$ cat config.mk
export PLATFORM = sky130hd
export DESIGN_NAME = ustream_decoder
export DESIGN_NICKNAME = d
export VERILOG_FILES = /design/src/rtl/ustream_decoder.sv
export SDC_FILE = /design/constraint.sdc
export NUM_CORES = 1
export LEC_CHECK = 0
export ABC_AREA = 1
export CORE_ASPECT_RATIO = 1.5
export CORE_MARGIN = 2
export CORE_UTILIZATION = 55
export CTS_BUF_LIST = sky130_fd_sc_hd__clkbuf_8
export DETAILED_ROUTE_END_ITERATION = 16
export PLACE_DENSITY = 0.89
export SETUP_SLACK_MARGIN = 0.3
export SYNTH_ARGS = -nofsm -noshare
export SYNTH_HDL_FRONTEND = slang
export SYNTH_SLANG_ARGS = --single-unit
$ cat constraint.sdc
create_clock -name iClk -period 2 [get_ports iClk]
set_clock_uncertainty 0.05 [all_clocks]
set_input_delay 0.4 -clock iClk [delete_from_list [all_inputs] [get_ports iClk]]
set_output_delay 0.4 -clock iClk [all_outputs]
set_load 0.005 [all_outputs]
$ cat src/rtl/ustream_decoder.sv
// ============================================================================
//  Module   : ustream_decoder
//  Brief    : Windowed unary-to-binary decoder; counts the ones of a
//             stochastic bitstream over 2^BWIDTH cycles and presents the
//             result as unipolar unsigned or bipolar two's complement.
//  Revision : 1.0  initial release
// ============================================================================
`default_nettype none

module ustream_decoder #(
    parameter int BWIDTH = 8
) (
    input  logic              iClk,
    input  logic              iRstN,
    input  logic              iStart,
    input  logic              iBipolar,
    input  logic              iAbort,
    input  logic              iA,
    output logic              oBusy,
    output logic              oValid,
    input  logic              iReady,
    output logic [BWIDTH-1:0] oData
);

    typedef enum logic [1:0] {
        S_IDLE = 2'd0,
        S_RUN  = 2'd1,
        S_HOLD = 2'd2
    } state_t;

    localparam logic [BWIDTH:0] c_WIN_LAST = {1'b0, {BWIDTH{1'b1}}};
    localparam logic [BWIDTH:0] c_ONE      = {{BWIDTH{1'b0}}, 1'b1};

    state_t              r_state;
    state_t              w_state_next;
    logic [BWIDTH:0]     r_ones;
    logic [BWIDTH:0]     r_win;
    logic                r_mode;
    logic [BWIDTH-1:0]   r_data;

    logic                w_start;
    logic                w_load;
    logic                w_last;
    logic [BWIDTH:0]     w_ones_next;
    logic [BWIDTH-1:0]   w_sat;
    logic [BWIDTH-1:0]   w_result;

    assign w_last      = (r_win == c_WIN_LAST);
    assign w_ones_next = r_ones + (iA ? c_ONE : '0);

    // Only the all-ones window reaches 2^BWIDTH, so saturation is just the top bit.
    assign w_sat    = w_ones_next[BWIDTH] ? {BWIDTH{1'b1}} : w_ones_next[BWIDTH-1:0];
    assign w_result = r_mode ? {~w_sat[BWIDTH-1], w_sat[BWIDTH-2:0]} : w_sat;

    always_ff @(posedge iClk or negedge iRstN) begin
        if (!iRstN) begin
            r_state <= S_IDLE;
        end else begin
            r_state <= w_state_next;
        end
    end

    always_comb begin
        w_state_next = r_state;
        w_start      = 1'b0;
        w_load       = 1'b0;
        if (iAbort) begin
            w_state_next = S_IDLE;
        end else begin
            case (r_state)
                S_IDLE: begin
                    if (iStart) begin
                        w_state_next = S_RUN;
                        w_start      = 1'b1;
                    end
                end
                S_RUN: begin
                    if (w_last) begin
                        w_state_next = S_HOLD;
                        w_load       = 1'b1;
                    end
                end
                S_HOLD: begin
                    if (iReady) begin
                        w_state_next = iStart ? S_RUN : S_IDLE;
                        w_start      = iStart;
                    end
                end
                default: begin
                    w_state_next = S_IDLE;
                end
            endcase
        end
    end

    always_ff @(posedge iClk or negedge iRstN) begin
        if (!iRstN) begin
            r_ones <= '0;
            r_win  <= '0;
            r_mode <= 1'b0;
            r_data <= '0;
        end else begin
            if (w_start) begin
                r_ones <= '0;
                r_win  <= '0;
                r_mode <= iBipolar;
            end else if (r_state == S_RUN && !iAbort) begin
                r_ones <= w_ones_next;
                r_win  <= r_win + c_ONE;
            end
            if (w_load) begin
                r_data <= w_result;
            end
        end
    end

    assign oBusy  = (r_state == S_RUN);
    assign oValid = (r_state == S_HOLD);
    assign oData  = r_data;

endmodule

`default_nettype wire

# == Yosys cells after proc, flatten, opt, wreduce, memory -nomap -nowiden ==
# Index checks and enable logic that the tools add are counted.
# word_totals
reg_bits,29
input_bits,7
output_inout_bits,10
elab_cells,39
# classes
add_sub_neg,2
n_eq_ne,6
mux,20
n_bitwise,1
reduce_logical,5
# op_table
cell,count
9-bit 2-to-1 mux,4
8-bit 2-to-1 mux,2
9-bit by 1-bit adder with 9-bit output,1
"9-bit by 1-bit adder with 9-bit output, second input constant",1
"9-bit by 8-bit == test with 1-bit output, second input constant",1
1-bit 2-to-1 mux,8
2-bit 2-to-1 mux,4
"3-bit by 2-bit inequality test with 1-bit output, second input constant",2
2-bit case mux with 3 select lines,1
"3-bit inequality test, second input constant",1
3-bit AND reduction,1
"2-bit by 1-bit == test with 1-bit output, second input constant",1
"2-bit == test, second input constant",1
2-bit logical NOT,1
1-bit case mux with 2 select lines,1
2-bit nonzero test,1
1-bit logical AND,1
1-bit logical NOT,1
1-bit inverter,1

# == Logic depth before layout (Yosys ltp) ==
# Gate-level depths: netlist of the first run.
# depth
ltp_word,5
depth_mapped,11
depth_no_buf,11

# == Worst setup path after synthesis of the first run ==
# OpenSTA, ideal clock, no wires.
# synth_timing
kind,reg-to-reg
start,reg r_win[0]
end,"reg r_data[6], in the netlist oData[6]"
setup_ns,0.082
t_arrival_ns,1.643
required_time_ns,1.868
setup_slack_ns,0.225
stages_incl_launch_ff,12
path_buffers,1
synth_period_minus_slack_ns,1.775
path_cell_list,dfrtp_1 -> ha_1 -> nand3_1 -> nor3_1 -> nand2_1 -> nor2_1 -> ha_1 -> inv_1 -> nor2_8 -> buf_6 -> nor2_1 -> a31oi_1
# synth_between
elab_chain_cells,4
# synth_lines
item,line,source
from (decl),37,logic [BWIDTH:0] r_win;
from (signal assigned),109,r_win <= r_win + c_ONE;
9-bit by 8-bit == test with 1-bit output,48,assign w_last = (r_win == c_WIN_LAST);
1-bit 2-to-1 mux,78,if (w_last) begin
1-bit 2-to-1 mux,70,case (r_state)
1-bit 2-to-1 mux,67,if (iAbort) begin
to (signal assigned),112,r_data <= w_result;
to (decl),39,logic [BWIDTH-1:0] r_data;
# Every way passes these cells.
# A chain may end at the register's enable or synchronous reset.

# == Worst setup path after layout of the first run ==
# layout_timing
start,reg r_win[1]
end,"reg r_data[0], in the netlist oData[0]"
# The elaborated chain is that of the path after synthesis.

==> out/qor.txt, run 1 <==
Status -> finished with violations
Failing checks -> negative setup slack
Yosys reg bits -> 29
Layout cells sized above 1 -> 0.281
Post-synthesis sequential area ratio -> 0.499
Syn_area_per_cell -> 8.71 um^2
Peak VDD IR -> 0.000556 V
Post-Synthesis Cells -> 167
# clock sinks -> 29
Core ar. -> 2480 um^2
TritonCTS clock tree -> done
CTS buffer count -> 5
Synth area leader -> dfrtp_1
Worst-path maximum fanout -> 8
Final min period -> 2.01 ns
Fin crit share -> 1.00
Post-synth EDFFs -> 0
Clk root buf -> clkbuf_8
Die Ht -> 67.0 um
Post-Route WL -> 4580 um
Drt drc -> 0
Ys flop type -> dfrtp_1
Synth top area cells -> dfrtp_1 50%, nand2_1 7.5%, inv_1 6.2%
Worst hold path type -> flop to flop
IO Pins -> 17
RSZ-0062 raised after global routing -> yes
Vias in the first global route -> 1369
Final hold violation count -> 0
DRT antenna net count -> 0
Drt via density -> 6.52
Max Cap Viol -> 0
Asr flop ratio synth -> 1.00
Pwr dens -> 677 nW/um^2
Setup Crit Path Kind -> flop to flop
Global-route wire length before repair -> 6280 um
Antenna Cells -> 0
Area growth, synth to finish -> 36.4%
Final #Nets -> 221
Die Area -> 3080 um^2
Unique masters post-synth -> 24
Hold_ws -> 0.459 ns
GRT Util Overall -> 0.293
Syn_nets -> 178
# rows -> 22
Slew HR -> 0.732
Fin worst setup slack -> -0.00644 ns
Final Max Tran Viols -> 0
Setup Viol. Count Final -> 1
Total grt overflow -> 0
Leak Pwr -> 0.000941 uW
Critical path startpoint category -> flop
# H-tree levels -> 2
Placed Area -> 1670 um^2
Worst-Skew Late Latency -> 0.28 ns
GP Congestion -> 0.889
Worst setup EP type -> flop
DP HPWL -> 2070 um
Port bufs -> 16
Antenna violations before repair -> 0
Initial Utilization -> 0.587
Routed WL per cell -> 19.6 um
Drt pass-1 iters -> 7
Synth top cells by count -> 29 x dfrtp_1, 29 x nand2_1, 24 x inv_1
Post-Route Utilization -> 0.801
Largest net degree at the start of global routing -> 30
CP arrival -> 2.14 ns
Synth top area share -> 0.499
Cell area after layout -> 1980 um^2
Clock-pin slew on the worst setup and hold paths -> 0.06 ns
Post-synthesis cell area -> 1460 um^2
Iter 0 DRT Violations -> 126
Vias -> 1525
Worst-margin pin slew -> 0.398 ns
Fmax -> 0.498 GHz
Die W -> 46.0 um
Clock Tree Buf Depth -> 2
Warnings from Yosys -> 0
Critical Path RT -> 2.13 ns
-- critical path, stage by stage (launching register included) --
cell and delay [ns]:
dfrtp_1 0.36, ha_2 0.20, nand3_2 0.10, nor3_2 0.21, nand2_1 0.11, nor2_2 0.12
ha_2 0.23, inv_4 0.07, nor2_8 0.17, nor2_1 0.08, a31oi_2 0.21
-- layer usage --
metal,global-route usage,part of all wire
met1,0.294,0.32
met2,0.526,0.51
met3,0.0759,0.11
met4,0.146,0.057
met5,0,0
-- state kept, by name (all words and copies together), names as in the netlist --
name / flops
r_state: 2
r_ones: 9
r_win: 9
oData: 8
r_mode: 1
-- through the flow --
stage	cells	total power, uW	setup WS (ns)	setup TNS [ns]
after floorplan	167	743	0.287	0
after global placement	209	795	-0.0509	-0.0509
after detailed placement	209	806	-0.110	-0.174
after CTS	230	1310	0.212	0
after global routing	234	1400	-0.0190	-0.0206
final	234	1340	-0.00644	-0.00644
-- cell type report --
class	count	area (um^2)
flip-flops and latches	29	726
multi-input cells	112	721
fillers	123	493
repair buffers	37	325
inverters	25	96.3
clock buffers	6	82.6
well taps	24	30.0
clock inverters	1	3.75
-- cell usage in the layout (no fill, tap or decap), drive strengths merged --
cell / count
clkbuf: 6
buf: 21
o22ai: 7
dlygate4sd2: 3
a21oi: 4
nor3b: 1
o21ai: 9
nand3: 9
a31oi: 7
dfrtp: 29
nor3: 5
xor2: 6
clkdlybuf4s50: 13
nor2: 24
nand2: 34
inv: 26
a22o: 1
ha: 4
nand4: 1
-- repair_timing --
item                                    4_1_cts  5_1_grt
hold buffers                                  0        0
cloned                                        2        0
endpoints found under the setup margin       14       11
pin swaps                                    11       10
resized for setup                            17       12
buffers inserted                             12        4
-- logic make-up after synthesis --
logic type / count (synthesis) / synth area share
buf+inv: 28 / 0.0834
fa+ha+maj: 4 / 0.0344
xor+xnor: 6 / 0.0361
flops: 29 / 0.499
compound gates: 28 / 0.113
simple gates: 72 / 0.234
-- power by group --
| part | internal (uW) | total (uW) | switching, uW |
|---|---|---|---|
| logic | 96.9 | 218 | 121 |
| registers | 619 | 648 | 29.7 |
| clock network | 267 | 476 | 209 |
-- worst paths after layout --
check	start	to	slack (ns)	cells after the start
worst max-delay path	r_win[1]	oData[0]	-0.006	10
worst min-delay path	oData[7]	oData[7]	0.46	2
worst max register to register	r_win[1]	oData[0]	-0.006	10
worst min register to register	oData[7]	oData[7]	0.46	2
max in group asynchronous	iRstN	r_ones[4]	1.15	2
min in group asynchronous	iRstN	oData[4]	0.47	2
No activity file was read; power rests on OpenSTA's default activity.
==> inputs of run 2 (changes only) <==
ABC_AREA = default   (was 1)
CAP_MARGIN = 20   (was default)
PLACE_DENSITY = 0.88   (was 0.89)
==> out/qor.txt, run 2 <==
Die Ht -> 68.1 um (+1.6%)
IO Pins -> 17 (unchanged)
Global-route wire length before repair -> 6770 um (+7.8%)
Final #Nets -> 220 (-0.45%)
Initial Utilization -> 0.569 (-0.0188)
Most frequent cells in the layout -> 30 x buf_4, 27 x dfrtp_1, 18 x nand2_1, 18 x nor2_1, 11 x clkdlybuf4s50_1
Post-route insts no fill -> 246 (+5.1%)
Iter 0 DRT Violations -> 58 (-54%)
DP HPWL -> 2630 um (+27%)
GRT busiest layer -> met2
Yosys reg bits -> 29 (unchanged)
FF+latch area -> 728 um^2 (+0.34%)
Vias in the first global route -> 1518 (+11%)
Count leader, synth -> dfrtp_1
Worst setup EP type -> flop
RSZ-0062 raised after global routing -> yes
Reg-to-Reg Start -> r_ones[0]
GP Congestion -> 0.906 (+2.0%)
Warnings from Yosys -> 0 (unchanged)
Max Cap Viol -> 0 (unchanged)
Peak VDD IR -> 0.000685 V (+23%)
Area of the multi-input gates -> 871 um^2 (+21%)
Final hold violation count -> 0 (unchanged)
Vias -> 1492 (-2.2%)
Largest net degree at the start of global routing -> 30 (unchanged)
Worst-Skew Late Latency -> 0.30 ns (+0.02 ns)
Grt met1 use -> 0.296 (+0.00257)
Leak Pwr -> 0.000933 uW (-0.84%)
R2R depth -> 7 (-3)
Clock Tree Buf Depth -> 2 (unchanged)
Status -> complete, no violations
Worst hold path type -> input pin to asynchronous set/reset pin
Setup Viol. Count Final -> 0 (-1)
Worst-path maximum fanout -> 3 (-5)
Pre-CTS setup slack -> -0.340 ns (-0.230 ns)
Post-synth EDFFs -> 0 (unchanged)
Cell area after layout -> 2170 um^2 (+9.1%)
Area growth, synth to finish -> 43.9%
Clock-pin slew on the worst setup and hold paths -> 0.07 ns (about the same)
Fmax -> 0.558 GHz (+12%)
Post-Route WL -> 4610 um (+0.70%)
Antenna Cells -> 0 (unchanged)
Reg2reg end -> r_ones[8]
CTS buffer count -> 5 (unchanged)
Worst-margin pin slew -> 0.444 ns (+0.0454 ns)
Fillers -> 161 (+31%)
Asr flop ratio synth -> 1.00 (unchanged)
Setup Crit Path Kind -> flop to flop
# H-tree levels -> 2 (unchanged)
Drt drc -> 0 (unchanged)
Synth top cells by count -> 29 x dfrtp_1, 19 x nor2_1, 18 x nand2_1
Drt via density -> 6.07 (-6.9%)
Synth top area share -> 0.482 (-0.0166)
Critical path startpoint category -> flop
Crit path from -> r_ones[0]
Layout cells sized above 1 -> 0.316 (+0.0348)
Core ar. -> 2650 um^2 (+6.9%)
Critical Path RT -> 2.15 ns (+0.02 ns)
Synth top area cells -> dfrtp_1 48%, nor2_1 4.7%, nand2_1 4.5%
Worst reg-to-reg setup slack -> 0.21 ns (+0.22 ns)
GRT Util Overall -> 0.309 (+0.0158)
# rows -> 23 (+4.5%)
Syn_nets -> 171 (-3.9%)
Post-synthesis cell area -> 1510 um^2 (+3.4%)
Most common cell after layout, fill and taps aside -> buf_4
Fin worst setup slack -> 0.209 ns (+0.215 ns)
Synth area leader -> dfrtp_1
Total grt overflow -> 0 (unchanged)
Routed WL per cell -> 18.7 um (-4.2%)
Slew HR -> 0.703 (-0.0289)
Port bufs -> 16 (unchanged)
Setup TNS -> 0 ns (+0.00644 ns)
Placed Area -> 1880 um^2 (+13%)
Pwr dens -> 608 nW/um^2 (-10%)
Drt pass-1 iters -> 4 (-3)
Die Area -> 3180 um^2 (+3.2%)
Met3 GRT Util -> 0.0871 (+0.0112)
Post-Synthesis Cells -> 160 (-4.2%)
Antenna violations before repair -> 0 (unchanged)
Final Max Tran Viols -> 0 (unchanged)
Ys flop type -> dfrtp_1
# clock sinks -> 29 (unchanged)
Post-synthesis sequential area ratio -> 0.482 (-0.0166)
Die W -> 46.7 um (+1.6%)
Final min period -> 1.79 ns (-0.215 ns)
DRT antenna net count -> 0 (unchanged)
Clk root buf -> clkbuf_8
Fin crit share -> 0.896 (-0.108)
Met2 GRT Util -> 0.550 (+0.0243)
TritonCTS clock tree -> done
CP arrival -> 1.95 ns (-0.19 ns)
Syn_area_per_cell -> 9.41 um^2 (+8.0%)
Post-Route Utilization -> 0.818 (+0.0170)
Unique masters post-synth -> 40 (+67%)
Inst Count DP -> 226 (+8.1%)
==> run 2: critical path, cell delays in order (launching register included) <==
cell and delay (ns):
dfrtp_1 0.39, ha_4 0.17, ha_4 0.14, nand3_4 0.07, nor4_2 0.40, nor2_1 0.13, buf_4 0.17, o22ai_1 0.19
==> run 2: cells by family (layout without fill, tap and decap cells) <==
logic type | Yosys count | after routing | synth area share
and+or+nand+nor | 67 | 67 | 0.225
AOI/OAI and AO/OA | 41 | 41 | 0.179
DFF | 29 | 29 | 0.482
buffers and inverters | 10 | 59 | 0.0266
xor gates and xnor gates | 8 | 8 | 0.0466
adders and majority gates | 4 | 4 | 0.0333
muxes | 1 | 1 | 0.00748
==> run 2: metrics by stage <==
step	total power (uW)	hold WS [ns]
3_5_place_dp	773	0.429
2_1_floorplan	704	0.0544
4_1_cts	1290	0.438
5_1_grt	1370	0.484
3_3_place_gp	764	0.412
6_report	1320	0.422
==> run 2: cell type report <==
cell class | count | area share
timing repair buffer | 49 | 0.195
inverter | 3 | 0.00520
tap | 37 | 0.0214
clock buffer | 6 | 0.0381
clock inverter | 1 | 0.00173
multi-input combinational | 121 | 0.402
sequential | 29 | 0.336
==> run 2: metal layers <==
metal	wire length (um)	vias up
met5	0	-
li1	-	671
met2	2560	62
met4	228	0
met1	1590	740
met3	230	19
==> run 2: what timing repair did <==
item,CTS,global route
setup buffers,8,5
pin swaps,6,3
hold buffers,0,0
gates resized for setup,19,16
endpoints found under the setup margin,17,20
==> run 2: how the worst max path moves through the flow <==
stage / cells past startpoint / endpoint
after detailed placement: 8 / oData[6]
final: 7 / r_ones[8]
after CTS: 6 / oData[7]
after global placement: 7 / oData[7]
after global routing: 4 / oData[7]
after floorplan: 6 / oData[7]
==> run 2: report_power, final <==
| group | internal, uW | leakage, uW | switching [uW] |
|---|---|---|---|
| clock | 267 | 0.0000485 | 234 |
| sequential | 608 | 0.000396 | 28.4 |
| combinational | 93.2 | 0.000489 | 84.9 |
| total | 969 | 0.000933 | 347 |
==> inputs of run 3 (changes only) <==
--- a/config.mk
+++ b/config.mk
@@ -7,2 +7,3 @@
 export LEC_CHECK = 0
+export ABC_CLOCK_PERIOD_IN_PS = 2000
 export CAP_MARGIN = 20
@@ -15,2 +16,3 @@
 export SETUP_SLACK_MARGIN = 0.3
+export SKIP_CTS_REPAIR_TIMING = 1
 export SYNTH_ARGS = -nofsm -noshare
--- a/constraint.sdc
+++ b/constraint.sdc
@@ -4,2 +4,2 @@
 set_output_delay 0.4 -clock iClk [all_outputs]
-set_load 0.005 [all_outputs]
+set_load 0.05 [all_outputs]
==> out/qor.txt, run 3 (synthesis gave the netlist of run 2 again) <==
Status -> complete, no violations
Setup Viol. Count Final -> 0 (unchanged)
Cell area after layout -> 2170 um^2 (+0.12%)
Area growth, synth to finish -> 44.1%
Die Area -> 3180 um^2 (unchanged)
Drt drc -> 0 (unchanged)
Vias -> 1402 (-6.0%)
Fillers -> 140 (-13%)
Worst setup EP type -> flop
Internal cell power -> 919 uW (-5.1%)
Iter 0 DRT Violations -> 77 (+33%)
Placed Area -> 1900 um^2 (+1.1%)
Port bufs -> 16 (unchanged)
Fin crit share -> 0.934 (+0.0383)
CP arrival -> 2.01 ns (+0.06 ns)
Most common cell after layout, fill and taps aside -> dfrtp_1
GP Congestion -> 0.910 (+0.38%)
Total grt overflow -> 0 (unchanged)
Drt pass-1 iters -> 4 (unchanged)
FF+latch area -> 728 um^2 (unchanged)
Post-Route WL -> 4090 um (-11%)
Net switching power figure -> 341 uW (-1.9%)
Worst hold path type -> input pin to flop
Clk root buf -> clkbuf_8
Drt via density -> 5.89 (-2.9%)
Routed WL per cell -> 17.2 um (-8.2%)
Worst-Skew Late Latency -> 0.29 ns (about the same)
Layout cells sized above 1 -> 0.289 (-0.0272)
Sequential Power Share -> 0.506 (+0.022)
GRT Util Overall -> 0.271 (-0.0385)
Worst-path maximum fanout -> 3 (unchanged)
Final Max Tran Viols -> 0 (unchanged)
Setup TNS -> 0 ns (unchanged)
# rows -> 23 (unchanged)
DRT antenna net count -> 0 (unchanged)
Clock-pin slew on the worst setup and hold paths -> 0.07 ns (about the same)
Antenna Cells -> 0 (unchanged)
Logic gate share of total power -> 0.121 (-0.014)
TritonCTS clock tree -> done
Clock Tree Buf Depth -> 2 (unchanged)
Critical Path RT -> 2.15 ns (about the same)
Die Ht -> 68.1 um (unchanged)
Global-route wire length before repair -> 6030 um (-11%)
Final min period -> 1.87 ns (+0.0766 ns)
Post-Route Utilization -> 0.819 (+0.000945)
CTS buffer count -> 5 (unchanged)
Clock power share -> 0.373 (-0.008)
Slew HR -> 0.658 (-0.0458)
Final #Nets -> 211 (-4.1%)
RSZ-0062 raised after global routing -> yes
Post-route insts no fill -> 238 (-3.3%)
Critical path startpoint category -> flop
# clock sinks -> 29 (unchanged)
Antenna violations before repair -> 0 (unchanged)
Fmax -> 0.535 GHz (-4.1%)
Peak VDD IR -> 0.000567 V (-17%)
Leak Pwr -> 0.00106 uW (+14%)
# H-tree levels -> 2 (unchanged)
IO Pins -> 17 (unchanged)
Initial Utilization -> 0.569 (unchanged)
Pre-CTS setup slack -> -0.320 ns (+0.0203 ns)
Pwr dens -> 581 nW/um^2 (-4.4%)
Inst Count DP -> 226 (unchanged)
Die W -> 46.7 um (unchanged)
Sw Share -> 0.270 (+0.00659)
Final hold violation count -> 0 (unchanged)
Area of the multi-input gates -> 880 um^2 (+1.0%)
Setup Crit Path Kind -> flop to flop
Most frequent cells in the layout -> 27 x dfrtp_1, 20 x buf_4, 18 x nand2_1, 18 x nor2_1, 12 x o21ai_0
Core ar. -> 2650 um^2 (unchanged)
Max Cap Viol -> 0 (unchanged)
DP HPWL -> 2600 um (-1.0%)
Fin worst setup slack -> 0.132 ns (-0.0766 ns)
Vias in the first global route -> 1368 (-9.9%)
Largest net degree at the start of global routing -> 30 (unchanged)
Worst-margin pin slew -> 0.513 ns (+0.0690 ns)
[run 3: cell count changes in the layout (fill, tap and decap cells not counted), sizes merged]
cell	before	now
dlymetal6s2s	1	11
dlygate4sd2	2	0
clkdlybuf4s15	1	0
clkinv	0	2
buf	33	26
clkdlybuf4s50	11	3
clkbuf	7	5
[run 3: worst max-delay path: stages, from the launching register on]
cell,delay [ns]
dfrtp_1,0.40
ha_4,0.17
ha_4,0.14
nand3_4,0.08
o31a_1,0.35
o41a_1,0.37
o31ai_1,0.22
[run 3: per-stage QoR]
step	hold slack [ns]	power (uW)
4_1_cts	0.443	1250
3_5_place_dp	0.434	784
2_1_floorplan	0.0544	710
5_1_grt	0.431	1310
6_report	0.393	1260
3_3_place_gp	0.413	774
[run 3: worst paths after layout]
path / from / to / slack [ns] / cells past startpoint
min: iAbort / r_state[1] / 0.39 / 2
max reg2reg: r_ones[0] / oData[7] / 0.13 / 6
max: r_ones[0] / oData[7] / 0.13 / 6
max in group asynchronous: iRstN / r_win[2] / 1.17 / 2
min in group asynchronous: iRstN / r_ones[2] / 0.43 / 2
min reg2reg: r_win[8] / r_win[8] / 0.46 / 2
[run 3: layout make-up]
type,count,share of cell area
multi-input combinational,121,0.406
sequential,29,0.336
timing repair buffer,40,0.194
clock buffer,5,0.0317
tap,37,0.0214
clock inverter,3,0.00635
inverter,3,0.00519
[run 3: power groups by stage]
stage | combinational, uW | sequential, uW | clock (uW)
finish | 153 | 637 | 470
global route | 171 | 640 | 498
CTS | 143 | 633 | 471
detailed placement | 141 | 643 | 0
global placement | 134 | 640 | 0
floorplan | 73.8 | 636 | 0
[run 3: routing by layer]
layer / vias up / share of wire / global-route usage
met2: 43 / 0.57 / 0.490
met4: 0 / 0.029 / 0.132
met1: 689 / 0.37 / 0.280
li1: 655 / - / -
met3: 15 / 0.029 / 0.0633
met5: - / 0 / 0
